## config.mk

```make
export PLATFORM = sky130hd
export DESIGN_NAME = tone_synth
export DESIGN_NICKNAME = d
export VERILOG_FILES = /design/src/rtl/tone_synth_pkg.sv /design/src/rtl/tone_voice.sv /design/src/rtl/tone_synth.sv
export SDC_FILE = /design/constraint.sdc
export NUM_CORES = 1
export LEC_CHECK = 0
export ABC_AREA = 0
export BUFFER_PORTS_ARGS = -buffer_cell sky130_fd_sc_hd__buf_2
export CORE_MARGIN = 2
export CORE_UTILIZATION = 60
export CTS_CLUSTER_SIZE = 8
export DETAILED_ROUTE_END_ITERATION = 10
export GPL_TIMING_DRIVEN = 0
export PLACE_DENSITY = 0.78
export SLEW_MARGIN = 40
export SYNTH_ARGS = -nofsm -noshare
export SYNTH_HDL_FRONTEND = slang
export SYNTH_SLANG_ARGS = --single-unit
```

## constraint.sdc

```tcl
create_clock -name clk -period 10.3 [get_ports clk]
set_clock_uncertainty 0.1 [all_clocks]
set_input_delay 1.545 -clock clk [delete_from_list [all_inputs] [get_ports clk]]
set_output_delay 1.545 -clock clk [all_outputs]
set_load 0.1 [all_outputs]
```

## src/rtl/tone_synth_pkg.sv

```systemverilog
// Shared definitions for the tone synthesizer.
//   NOTE_W     : width of one voice's note code
//   wave_e     : per-voice waveform selection
//   PHASE_INC  : 16-bit phase increments for C4 + n-1 semitones at 44.1 kHz
//   scaled_inc : PHASE_INC entry rescaled to an arbitrary accumulator width (<= 32 bits)
package tone_synth_pkg;

  localparam int unsigned NOTE_W = 5;

  typedef enum logic [1:0] {
    WaveSquare = 2'd0,
    WaveSaw    = 2'd1,
    WaveTri    = 2'd2,
    WaveRsvd   = 2'd3
  } wave_e;

  // round(2^16 * 261.63 * 2^((n-1)/12) / 44100); entry 0 is the rest code.
  localparam logic [15:0] PHASE_INC [32] = '{
    16'd0,    16'd389,  16'd412,  16'd436,  16'd462,  16'd490,  16'd519,  16'd550,
    16'd583,  16'd617,  16'd654,  16'd693,  16'd734,  16'd778,  16'd824,  16'd873,
    16'd925,  16'd980,  16'd1038, 16'd1100, 16'd1165, 16'd1234, 16'd1308, 16'd1386,
    16'd1468, 16'd1555, 16'd1648, 16'd1746, 16'd1849, 16'd1959, 16'd2076, 16'd2199
  };

  // The table is defined for a 16-bit accumulator; shift it to other widths.
  function automatic logic [31:0] scaled_inc(input logic [NOTE_W-1:0] n,
                                             input int unsigned phase_w);
    logic [31:0] base;
    base = 32'(PHASE_INC[n]);
    if (phase_w >= 16) return base << (phase_w - 16);
    else               return base >> (16 - phase_w);
  endfunction

endpackage

```

## src/rtl/tone_voice.sv

```systemverilog
// One tone voice: phase accumulator plus waveform shaper.
//   clk, rst_n : clock, async active-low reset
//   tick       : sample-period strobe; phase advances on this edge
//   note       : latched note code (0 = rest)
//   wave       : latched waveform
//   sample     : unsigned voice sample derived from the current phase
module tone_voice
  import tone_synth_pkg::*;
#(
  parameter int unsigned SAMPLE_W = 9,
  parameter int unsigned PHASE_W  = 16
) (
  input  logic                clk,
  input  logic                rst_n,
  input  logic                tick,
  input  logic [NOTE_W-1:0]   note,
  input  wave_e               wave,
  output logic [SAMPLE_W-1:0] sample
);

  logic [PHASE_W-1:0]  phase_q, phase_d, inc;
  logic [SAMPLE_W-1:0] s, tri_v;

  assign inc = PHASE_W'(scaled_inc(note, PHASE_W));

  // Rest forces phase to 0; nonzero note changes keep the running phase.
  always_comb begin
    phase_d = phase_q;
    if (tick) begin
      phase_d = (note == '0) ? '0 : phase_q + inc;
    end
  end

  always_ff @(posedge clk or negedge rst_n) begin
    if (!rst_n) phase_q <= '0;
    else        phase_q <= phase_d;
  end

  assign s     = phase_q[PHASE_W-1 -: SAMPLE_W];
  assign tri_v = {s[SAMPLE_W-2:0], 1'b0};

  always_comb begin
    sample = '0;
    if (note != '0) begin
      case (wave)
        WaveSquare: sample = {SAMPLE_W{s[SAMPLE_W-1]}};
        WaveSaw:    sample = s;
        WaveTri:    sample = s[SAMPLE_W-1] ? ~tri_v : tri_v;
        default:    sample = '0;
      endcase
    end
  end

endmodule

```

## src/rtl/tone_synth.sv

```systemverilog
// Multi-voice tone synthesizer: tick divider, latched voice settings, VOICES
// tone_voice instances and an averaging mixer.
//   clk, rst_n   : clock, async active-low reset
//   note         : VOICES x 5-bit note codes (voice v at [5v+4:5v])
//   wave_sel     : VOICES x 2-bit waveform selects
//   note_load    : strobe latching note and wave_sel for all voices
//   value        : mixed unsigned sample, held between updates
//   sample_valid : one-cycle pulse when value is refreshed
module tone_synth
  import tone_synth_pkg::*;
#(
  parameter int unsigned VOICES   = 2,
  parameter int unsigned SAMPLE_W = 9,
  parameter int unsigned PHASE_W  = 16,
  parameter int unsigned TICK_DIV = 1134
) (
  input  logic                       clk,
  input  logic                       rst_n,
  input  logic [VOICES*NOTE_W-1:0]   note,
  input  logic [VOICES*2-1:0]        wave_sel,
  input  logic                       note_load,
  output logic [SAMPLE_W-1:0]        value,
  output logic                       sample_valid
);

  localparam int unsigned LOG_V = $clog2(VOICES);
  localparam int unsigned CNT_W = $clog2(TICK_DIV);
  localparam int unsigned SUM_W = SAMPLE_W + LOG_V;

  logic [CNT_W-1:0]         cnt_q;
  logic                     tick, tick_q;
  logic [VOICES*NOTE_W-1:0] note_q;
  logic [VOICES*2-1:0]      wave_q;
  logic [SAMPLE_W-1:0]      samples [VOICES];
  logic [SUM_W-1:0]         sum;
  logic [SAMPLE_W-1:0]      mix;

  assign tick = (cnt_q == CNT_W'(TICK_DIV - 1));

  always_ff @(posedge clk or negedge rst_n) begin
    if (!rst_n) begin
      cnt_q  <= '0;
      tick_q <= 1'b0;
      note_q <= '0;
      wave_q <= '0;
    end else begin
      cnt_q  <= tick ? '0 : cnt_q + CNT_W'(1);
      tick_q <= tick;
      // A load on the tick edge is seen by the voices only from the next tick.
      if (note_load) begin
        note_q <= note;
        wave_q <= wave_sel;
      end
    end
  end

  for (genvar v = 0; v < VOICES; v++) begin : g_voice
    tone_voice #(
      .SAMPLE_W (SAMPLE_W),
      .PHASE_W  (PHASE_W)
    ) u_voice (
      .clk    (clk),
      .rst_n  (rst_n),
      .tick   (tick),
      .note   (note_q[v*NOTE_W +: NOTE_W]),
      .wave   (wave_e'(wave_q[2*v +: 2])),
      .sample (samples[v])
    );
  end

  // Sum carries LOG_V extra bits so the average never overflows.
  always_comb begin
    sum = '0;
    for (int unsigned v = 0; v < VOICES; v++) begin
      sum = sum + SUM_W'(samples[v]);
    end
    mix = SAMPLE_W'(sum >> LOG_V);
  end

  // One cycle after the tick edge the phases already hold their new values.
  always_ff @(posedge clk or negedge rst_n) begin
    if (!rst_n) begin
      value        <= '0;
      sample_valid <= 1'b0;
    end else begin
      sample_valid <= tick_q;
      if (tick_q) value <= mix;
    end
  end

endmodule

```

After elaboration in Yosys (flattened, before gate mapping) --
Memory sizes are Yosys's and may differ from the RTL's. Index checks and enable logic that the tools add are counted.
Storage, ports and cells: bits in read-only memories 1024, bits of input ports 17, output and inout port bits 10, bits in registers 68, memories kept 2
Operators by class: add/sub/neg operators 4, reduce and logical (&&, ||, !) cells 6, mux-type cells 13, equality and inequality tests 5, bitwise logic cells 4, order comparisons 2
Memories:
- (no name shown) | depth 32, bits a word 16, read ports 1, clocked after Yosys merged registers in 0, wr ports 0, RTL line tone_synth_pkg.sv:29 | base = 32'(PHASE_INC[n]);
- (no name shown) | depth 32, bits a word 16, read ports 1, clocked after Yosys merged registers in 0, wr ports 0, RTL line tone_synth_pkg.sv:29
Operators by type and width (count):
- $mux W16 | 6
- $pmux W9 S3 | 2
- $mux W9 | 4
- $add A16 B16 Y16 | 2
- $not A9 Y9 | 2
- $ge A6 B6 Y1 const B | 2
- $not A5 Y6 | 2
- $add A11 B1 Y11 const B | 1
- $eq A11 B11 Y1 const B | 1
- $mux W11 | 1
- $add A9 B9 Y10 | 1
- $logic_not A5 Y1 | 2
- $reduce_bool A5 Y1 | 2
- $eq A2 B1 Y1 const B | 2
- $eq A2 B2 Y1 const B | 2
- $logic_not A2 Y1 | 2

Longest topological paths before layout --
Gate-level depths: netlist of run 1.
word-level depth 6, mapped depth 16

Hierarchy --
From an unflattened synthesis of run 1, not the netlist that was laid out.
Second synthesis, totals: cells, all modules 710, area total of the unflattened synthesis 6143.4 sq um
By module, submodules not included:
- tone_voice (g_voice[0].u_voice) | area an instance 2189.6 sq um, seq. area each 400.4 sq um, cells each 287, times used 1
- tone_voice (g_voice[1].u_voice) | area an instance 2159.6 sq um, seq. area each 400.4 sq um, cells each 270, times used 1
- tone_synth | area an instance 1794.2 sq um, seq. area each 900.9 sq um, cells each 153, times used 1

Worst setup path before layout of run 1 --
No wires, ideal clock.
path type register to register, from register note_q[0], to register value[7], data required time 10.075 ns, path slack 6.799 ns, arrival time 3.275 ns, buffers on the path 2, period minus slack after synthesis 3.501 ns, cell stages (with the launch flop) 15, cells stage by stage dfrtp_1 > clkbuf_1 > inv_1 > ha_1 > nand2_1 > nor3_1 > clkbuf_1 > nor2_1 > fa_1 > a21o_1 > a21oi_1 > o21ai_0 > a31oi_1 > xnor2_1 > mux2_2
Between the ends: word-level cells in the longest chain between the ends 3
Ends and longest elaborated chain:
- from (decl) | RTL line tone_synth.sv:32 | logic [VOICES*NOTE_W-1:0] note_q;
- from (signal assigned) | RTL line tone_synth.sv:51 | note_q <= note;
- $reduce_bool A5 Y1 | RTL line tone_voice.sv:44 | if (note != '0) begin
- $mux W9 | RTL line tone_voice.sv:44
- $add A9 B9 Y10 | RTL line tone_synth.sv:75 | sum = sum + SUM_W'(samples[v]);
- to (signal assigned) | RTL line tone_synth.sv:87 | if (tick_q) value <= mix;
- to (decl) | RTL line tone_synth.sv:22 | output logic [SAMPLE_W-1:0] value,
No other way between the ends. A chain may end at the register's enable or synchronous reset.

Final worst setup path of run 1 --
from register note_q[6], to register value[7]
The elaborated chain is that of the path after synthesis.

==> results of run 1 <==
-- per-stage QoR --
stage,utilization [%],cells,cell area (µm²)
6_report,66.45,884,6435
5_1_grt,66.45,884,6435
4_1_cts,66.45,884,6435
3_5_place_dp,64.70,868,6266
3_3_place_gp,64.35,867,6232
2_1_floorplan,-,708,5936
-- flip-flops by register name, summed over array words and instances (netlist names) --
name	flops
value	9
tick_q	1
wave_q	4
g_voice.u_voice.phase_q	32
cnt_q	11
sample_valid	1
note_q	10
-- metal layers --
layer	global-route usage (%)	wire length (µm)	vias up	share of wire [%]
met3	3.495	573	22	4.1
met5	0	0	-	0
met1	37.32	6369	2645	45
li1	-	-	2625	-
met4	8.806	221	0	1.6
met2	47.39	6974	158	49
-- where the power goes --
part           switching (mW)  total [mW]  internal (mW)
Combinational           0.108       0.174         0.0664
Sequential            0.00699       0.279          0.272
Clock                   0.104       0.197         0.0922
Total                   0.219       0.650          0.431
-- path summary, 6_finish.rpt --
kind / from / endpoint / slack (ps) / depth (start not counted)
worst max-delay path: note_q[6] / value[7] / 6060 / 13
worst min-delay path: tick_q / sample_valid / 280 / 0
worst max register to register: note_q[6] / value[7] / 6060 / 13
worst min register to register: tick_q / sample_valid / 280 / 0
max in group asynchronous: rst_n / g_voice[1].u_voice.phase_q[1] / 8680 / 2
min in group asynchronous: rst_n / cnt_q[6] / 930 / 1
-- logic make-up (layout without fill, tap and decap cells) --
group / after synthesis / after routing / share of synthesized area [%]
adders and majority gates: 63 / 63 / 13.66
and+or+nand+nor: 224 / 224 / 18.00
AOI/OAI and AO/OA: 221 / 221 / 23.55
xor gates and xnor gates: 41 / 41 / 6.050
buffers and inverters: 63 / 106 / 4.406
DFF: 68 / 68 / 28.67
muxes: 28 / 28 / 5.670
-- cell type report --
type,instances,area (µm²),area share [%]
Timing Repair Buffer,27,163.9,2.547
Buffer,37,163.9,2.547
Tap cell,133,166.4,2.586
Clock buffer,11,141.4,2.197
Multi-Input combinational cell,577,3973,61.73
Sequential cell,68,1702,26.44
Clock inverter,5,27.53,0.4278
Inverter,26,97.59,1.517
-- Yosys cell counts (all sizes together) (3+ instances only) --
cell type  instances  area share, %
nor3b              3           0.38
nand2             77            4.9
a211oi             7           0.89
a21boi             3           0.38
dfrtp             68             29
nor2              67            4.2
a22o               3           0.44
xor2              20            3.0
and2               3           0.32
or4                3           0.38
inv               24            1.5
o22a               7            1.0
a31oi              6           0.63
a21oi             55            4.8
o311ai             3           0.44
fa                 3            1.0
o21a               5           0.63
o21ai             72            6.3
ha                60             13
nand3b             4           0.51
nor2b              9           0.95
nor3              10           0.93
mux4               3            1.1
mux2i             13            2.2
and3              11            1.2
o31ai             10            1.3
clkbuf            30            1.9
o211ai            14            1.8
or3                8           0.84
nand2b             4           0.42
buf                7           0.86
xnor2             21            3.1
a21o              16            2.0
nand3             14            1.2
mux2              12            2.3
-- cell usage in the layout (no fill, tap or decap), types with 8 or more instances in the layout --
master    instances
a21o_1           16
a21oi_1          54
and3_1           11
buf_2            27
clkbuf_1         31
clkbuf_8         10
dfrtp_1          68
ha_1             60
inv_1            20
mux2_2           11
mux2i_1          13
nand2_1          77
nand3_1          14
nor2_1           67
nor2b_1           9
nor3_1            9
o211ai_1         14
o21ai_0          56
o21ai_1          15
o31ai_1          10
or3_1             8
xnor2_1          21
xor2_1           20
-- worst register-to-register path, stage by stage, from the launching register on --
cell and delay (ps):
dfrtp_1 540, inv_1 330, ha_1 300, nand2_1 150, nor3_1 470, clkbuf_1 430
nor2_1 170, fa_1 460, a21o_1 190, a21oi_1 250, o21ai_0 160, a31oi_1 230
xnor2_1 90, mux2_2 270
==> metrics.md, run 1 <==
| Metric | Value |
|---|---|
| Warnings, synthesis | 0 |
| Ports | 27 |
| Drt first pass iters | 5 |
| Initial DRC Count | 294 |
| Reg clk slew, reported paths | 80 ps |
| CP Launch Type | register |
| Via-to-Cell Ratio | 6.165 |
| # hold bufs at CTS | 0 |
| Setup crit end kind | register |
| Final WL | 14140 µm |
| WP data arrival | 4380 ps |
| Setup TNS | 0 ps |
| PwrDens | 100.9 mW/mm² |
| Crit-path leading delay family | compound AO/OA/AOI/OAI gates |
| Worst slack, placed | 6171 ps |
| Hold WC Path Type | reg2reg |
| Post-route ant nets | 0 |
| Slew Viols, Final | 0 |
| Leak Pwr | 2.966 nW |
| Core Footprint | 0.009684 mm² |
| RSZ-0062 raised after global routing | false |
| Max rail drop VDD | 0.00007250 V |
| Final Hold Vio Count | 0 |
| Asr flop ratio synth | 100.0% |
| Worst path slowest cell | dfrtp_1 |
| Setup-failing EPs final | 0 |
| Gpl congestion | 0.9461 |
| Number of distinct library cells after synthesis | 68 |
| Layout Nets | 826 |
| Total track usage | 27.97% |
| Worst Max-Slew Pin Slew | 673.0 ps |
| Mapped Area | 0.005936 mm² |
| IO buf count | 26 |
| Ant diodes | 0 |
| Clock Latency Late Sink | 360 ps |
| Post-synthesis sequential area ratio | 28.67% |
| WL per Instance | 15.99 µm |
| Sink Count | 68 |
| Synthesized flop and latch total | 68 |
| HPWL after DPL | 10710 µm |
| Row count | 36 |
| Maximum clock rate | 235.7 MHz |
| Tcrit/Tclk final | 41.20% |
| Syn nets | 788 |
| Cells after Synth | 708 |
| Width of the die | 103.5 µm |
| Area Growth Syn to Fin | 8.411% |
| Fin Hold WS | 276.8 ps |
| # resized after CTS | 0 |
| Post-CTS setup buffers | 0 |
| Fillcell total | 825 |
| Bufs and invs on worst path | 2 |
| CTS buffer count | 9 |
| CP Data Required Time | 10440 ps |
| EDFF count, synth | 0 |
| Worst Path Max Fanout | 12 |
| Tmin final | 4244 ps |
| Setup CP Type | reg2reg |
| Final WS setup | 6056 ps |
| First-pass GRT wire length | 23500 µm |
| Cell breakdown of the critical path | inv_1, ha_1, nand2_1, nor3_1, clkbuf_1, nor2_1, fa_1, a21o_1, a21oi_1, o21ai_0, a31oi_1, xnor2_1, mux2_2 |
| Avg Cell Area, Syn | 8.384 µm² |
| Via count | 5450 |
| Die area | 0.01070 mm² |
| Layout cells sized above 1 | 9.720% |
| DIE HEIGHT | 103.5 µm |
| Most common flop cell mapped by yosys | dfrtp_1 |
| Clock Path Buffers | 2 |
| CTS tree | yes |
| Outcome | finished clean |
| Slowest Stage Delay on Critical Path | 540 ps |
| Clk root buf | clkbuf_8 |
| H-tree levels | 3 |
| Pwr Total | 0.6495 mW |
| Remaining routing DRC violations | 0 |
| Initial Util | 61.29% |
| Largest net degree at the start of global routing | 47 |
| Vias in the first global route | 5034 |
| Initial antenna violation count | 0 |
| GRT overflow | 0 |
| Slew HR | 54.55% |
| Max Cap Viol | 0 |
(Power assumes the default switching activity.)
==> inputs of run 2 (changes only) <==
CORE_UTILIZATION = 57   (was 60)
clock period = 3.7 ns   (was 10.3 ns; I/O delays follow)
==> run 2 against run 1 <==
- utilization shrank 0.71 points
- non-clock buffer count up 11
- setup slack lost 5900 ps
- register-to-register slack got worse by 5900 ps
- largest power group unchanged
- global-route usage fell by 0.38 points
==> metrics.md, run 2 (synthesized netlist as in run 1, its figures left out) <==
| Metric | Value |
|---|---|
| Outcome | finished clean |
| Tcrit/Tclk final | 96.50% |
| Final WS setup | 129.5 ps |
| Fillcell total | 851 |
| Via count | 5460 |
| Final Hold Vio Count | 0 |
| Max rail drop VDD | 0.0002635 V |
| Initial antenna violation count | 0 |
| HPWL after DPL | 10930 µm |
| Vias in the first global route | 5295 |
| Remaining routing DRC violations | 0 |
| CP Launch Type | register |
| CTS buffer count | 9 |
| Ant diodes | 0 |
| Setup-failing EPs final | 0 |
| Non-filler cells, final | 897 |
| CTS tree | yes |
| Top reg by flops | g_voice.u_voice.phase_q |
| Most frequent cells in the layout | 76 x nand2_1, 67 x nor2_1, 66 x dfrtp_1 |
| GRT overflow | 0 |
| Maximum clock rate | 280.1 MHz |
| Area Growth Syn to Fin | 13.30% |
| Worst Max-Slew Pin Slew | 639.5 ps |
| Largest register FFs | 32 |
| Row count | 37 |
| Pwr Total | 2.039 mW |
| Via-to-Cell Ratio | 6.087 |
| Slew Viols, Final | 0 |
| Multi-input gate area | 0.004086 mm² |
| WP data arrival | 3730 ps |
| Slew HR | 57.37% |
| Setup crit end kind | register |
| Initial Util | 58.02% |
| WL per Instance | 16.75 µm |
| Max Cap Viol | 0 |
| Ports | 27 |
| Design area | 0.006725 mm² |
| Tmin final | 3571 ps |
| Final core utilization | 65.73% |
| Sink Count | 68 |
| Clock Path Buffers | 2 |
| Total track usage | 27.59% |
| CP Data Required Time | 3860 ps |
| Post-DP Area | 0.006262 mm² |
| Drt first pass iters | 4 |
| Width of the die | 106.0 µm |
| Leak Pwr | 3.097 nW |
| Setup CP Type | reg2reg |
| Reg clk slew, reported paths | 80 ps |
| Post-route ant nets | 0 |
| Total area of sequential cells | 0.001704 mm² |
| Dpl cells | 871 |
| First-pass GRT wire length | 25020 µm |
| Final WL | 15020 µm |
| Worst Path Max Fanout | 8 |
| IO buf count | 26 |
| Clock Latency Late Sink | 370 ps |
| Layout cells sized above 1 | 15.51% |
| Hold WC Path Type | reg2reg |
| Top flop regs | g_voice.u_voice.phase_q x32, cnt_q x11, note_q x10 |
| Largest net degree at the start of global routing | 43 |
| H-tree levels | 3 |
| PwrDens | 303.1 mW/mm² |
| WHS Path Cells | 0 |
| Fin Hold WS | 279.3 ps |
| Clk root buf | clkbuf_8 |
| Commonest non-fill, non-tap cell in the layout | nand2_1 |
| Worst slack, placed | -593.5 ps |
| Initial DRC Count | 252 |
| Die area | 0.01125 mm² |
| Reg2Reg Depth | 14 |
| DIE HEIGHT | 106.0 µm |
| Core Footprint | 0.01023 mm² |
| Setup TNS | 0 ps |
| Layout Nets | 837 |
| Gpl congestion | 0.9284 |
## run 2: final timing paths
check | startpoint | endpoint | slack (ps)
worst min register to register | tick_q | sample_valid | 280
worst min-delay path | tick_q | sample_valid | 280
worst max register to register | note_q[5] | g_voice[1].u_voice.phase_q[11] | 130
max in group asynchronous | rst_n | value[6] | 2460
min in group asynchronous | rst_n | g_voice[0].u_voice.phase_q[7] | 530
worst max-delay path | note_q[5] | g_voice[1].u_voice.phase_q[11] | 130
## run 2: area by class of cell
cell class / count / share of cell area [%]
Clock buffer: 12 / 2.456
Buffer: 37 / 2.735
Clock inverter: 3 / 1.023
Sequential cell: 68 / 25.34
Inverter: 26 / 1.563
Timing Repair Buffer: 38 / 3.591
Tap cell: 136 / 2.530
Multi-Input combinational cell: 577 / 60.76
## run 2: where the power goes
| group | switching [mW] | internal, mW |
|---|---|---|
| Sequential | 0.0217 | 0.757 |
| Combinational | 0.320 | 0.202 |
| Clock | 0.306 | 0.432 |
## run 2: what timing repair did
item,CTS,global route
buffers inserted,3,7
hold buffers,1,0
endpoints found under the setup margin,21,16
resized for setup,17,35
hold endpoints to repair,26,0
pin swaps,1,4
cloned,0,0
## run 2: metal layers
metal  GRT usage, %  routed length (µm)
met3          5.028                 821
met5              0                   0
met1          34.34                6432
met2          47.97                7435
met4          9.868                 332
## run 2: worst max-delay path, stage by stage (launching register included)
cell and delay, ps:
dfrtp_1 380, buf_6 150, clkinvlp_4 130, ha_2 230, or3_1 360, a21boi_0 150, mux2i_1 180, o21ai_0 130
ha_1 380, a21oi_1 140, o21a_1 210, a21oi_2 110, o31a_1 260, or3_1 300, a32o_1 240
==> inputs of run 3 (changes only) <==
CORE_ASPECT_RATIO = 0.75   (was default)
==> run 3 against run 2 <==
- global-route usage rose by 0.74 points
- wire length rose by 1.7%
- first-iteration DRC count rose by 130%
- die area barely moved
- power rose by 18%
- maximum frequency rose by 0.22%
- final area rose by 2.5%
- critical endpoint is now g_voice[1].u_voice.phase_q[14]
- count of clock-buffer cells in the layout did not move
- highest routed layer unchanged
- via count rose by 1.4%
==> metrics.md, run 3 (synthesized netlist as in run 1, its figures left out) <==
| Metric | Value |
|---|---|
| Final Hold Vio Count | 0 |
| CTS buffer count | 9 |
| Tmin final | 3563 ps |
| CTS tree | yes |
| First-pass GRT wire length | 25510 µm |
| Final core utilization | 67.54% |
| Layout Nets | 840 |
| Gate power share | 22.6% |
| Clock Latency Late Sink | 340 ps |
| P_sw | 0.6793 mW |
| Sw Share | 28.35% |
| Reg clk slew, reported paths | 60 ps |
| Most frequent cells in the layout | 75 x nand2_1, 67 x nor2_1, 66 x dfrtp_1 |
| Final WL | 15280 µm |
| CP Launch Type | register |
| Ports | 27 |
| Top flop regs | g_voice.u_voice.phase_q x32, cnt_q x11, note_q x10 |
| WP data arrival | 3690 ps |
| Commonest non-fill, non-tap cell in the layout | nand2_1 |
| Die area | 0.01125 mm² |
| Ant diodes | 0 |
| Pint | 1.716 mW |
| WL per Instance | 16.96 µm |
| CP Data Required Time | 3820 ps |
| Vias in the first global route | 5286 |
| Max rail drop VDD | 0.0003885 V |
| Final WS setup | 137.2 ps |
| Remaining routing DRC violations | 0 |
| R2R setup slack | 140 ps |
| Maximum clock rate | 280.7 MHz |
| Tcrit/Tclk final | 96.29% |
| Worst Max-Slew Pin Slew | 639.2 ps |
| Initial DRC Count | 588 |
| H-tree levels | 3 |
| Sink Count | 68 |
| Largest net degree at the start of global routing | 45 |
| Clock power share | 44.9% |
| Area Growth Syn to Fin | 16.17% |
| Total track usage | 28.33% |
| GRT overflow | 0 |
| Slew Viols, Final | 0 |
| Max Cap Viol | 0 |
| Layout cells sized above 1 | 15.82% |
| Via count | 5535 |
| Fillcell total | 823 |
| Setup CP Type | reg2reg |
| Hold WC Path Type | reg2reg |
| IO buf count | 26 |
| Setup-failing EPs final | 0 |
| Initial Util | 58.14% |
| Top reg by flops | g_voice.u_voice.phase_q |
| Post-route ant nets | 0 |
| Flop pwr share | 32.5% |
| DIE HEIGHT | 92.38 µm |
| PwrDens | 347.4 mW/mm² |
| Worst slack, placed | -623.7 ps |
| Via-to-Cell Ratio | 6.143 |
| Clock Path Buffers | 2 |
| Width of the die | 121.8 µm |
| Clk root buf | clkbuf_16 |
| Largest register FFs | 32 |
| Core Footprint | 0.01021 mm² |
| Worst Path Max Fanout | 8 |
| Row count | 32 |
| Leak Pwr | 3.171 nW |
| Outcome | finished clean |
| Setup crit end kind | register |
| HPWL after DPL | 11060 µm |
| Initial antenna violation count | 0 |
| Gpl congestion | 0.9699 |
| Drt first pass iters | 5 |
| Slew HR | 57.39% |
## run 3: cell count changes in the layout (fill, tap and decap cells not counted), moves of 2 or more
cell       previous run  this run
buf_2                30        28
buf_4                10        15
bufinv_16             2         4
clkbuf_16             0         9
clkbuf_8             12         1
o21ai_1              16        13
o21ai_2               1         3
## run 3: worst paths after layout
| path | from | to | cells past startpoint |
|---|---|---|---|
| setup / recovery | note_q[5] | g_voice[1].u_voice.phase_q[14] | 16 |
| hold / removal | tick_q | sample_valid | 0 |
| setup reg to reg | note_q[5] | g_voice[1].u_voice.phase_q[14] | 16 |
| hold reg to reg | tick_q | sample_valid | 0 |
| max in group asynchronous | rst_n | note_q[7] | 3 |
| min in group asynchronous | rst_n | g_voice[0].u_voice.phase_q[7] | 2 |
## run 3: critical path, cell delays in order (launching register included)
cell,delay [ps]
dfrtp_1,360
buf_4,180
clkinvlp_4,140
ha_1,220
or3_1,310
o211ai_1,80
nand2_1,80
o21ai_2,90
ha_2,210
inv_1,50
fa_1,410
nand3b_1,220
a21oi_2,240
o211ai_1,130
a21oi_2,230
a31oi_1,120
a211o_1,270
## run 3: layout make-up
type                       count  area (µm²)  share of cell area, %
sequential                    68        1704                  24.71
clock buffer                  12       246.5                  3.575
clock inverter                 4       120.1                  1.742
tap                          136       170.2                  2.468
multi-input combinational    577        4084                  59.23
inverter                      26       108.9                  1.579
buffer                        37       190.2                  2.758
timing repair buffer          41       271.5                  3.938
## run 3: metal layers
| layer | part of all wire [%] | track usage (%) | up-vias |
|---|---|---|---|
| met3 | 6.0 | 5.727 | 27 |
| met5 | 0 | 0 | - |
| met1 | 46 | 39.60 | 2660 |
| met2 | 46 | 44.93 | 197 |
| li1 | - | - | 2651 |
| met4 | 1.4 | 7.375 | 0 |
## run 3: power by group through the flow
stage	combinational, mW	sequential (mW)	clock [mW]
finish	0.542	0.778	1.08
global placement	0.463	0.790	0
detailed placement	0.485	0.791	0
CTS	0.499	0.779	1.09
floorplan	0.356	0.785	0
global route	0.600	0.780	1.12
## run 3: through the flow
step | hold WS, ps | power (mW) | TNS (ps) | instance area (µm²) | instances
floorplan | 159.4 | 1.141 | 0 | 5936 | 708
global placement | 285.1 | 1.253 | -2588 | 6236 | 870
detailed placement | 285.5 | 1.276 | -4208 | 6270 | 871
CTS | 297.0 | 2.364 | -71.75 | 6714 | 890
global route | 318.8 | 2.495 | -29.36 | 6895 | 901
finish | 303.8 | 2.396 | 0 | 6895 | 901
## run 3: timing repair
item,CTS,global route
hold buffers,1,0
pin swaps,1,7
endpoints found under the hold margin,24,0
resized for setup,17,39
buffers inserted,2,11
endpoints found under the setup margin,21,15
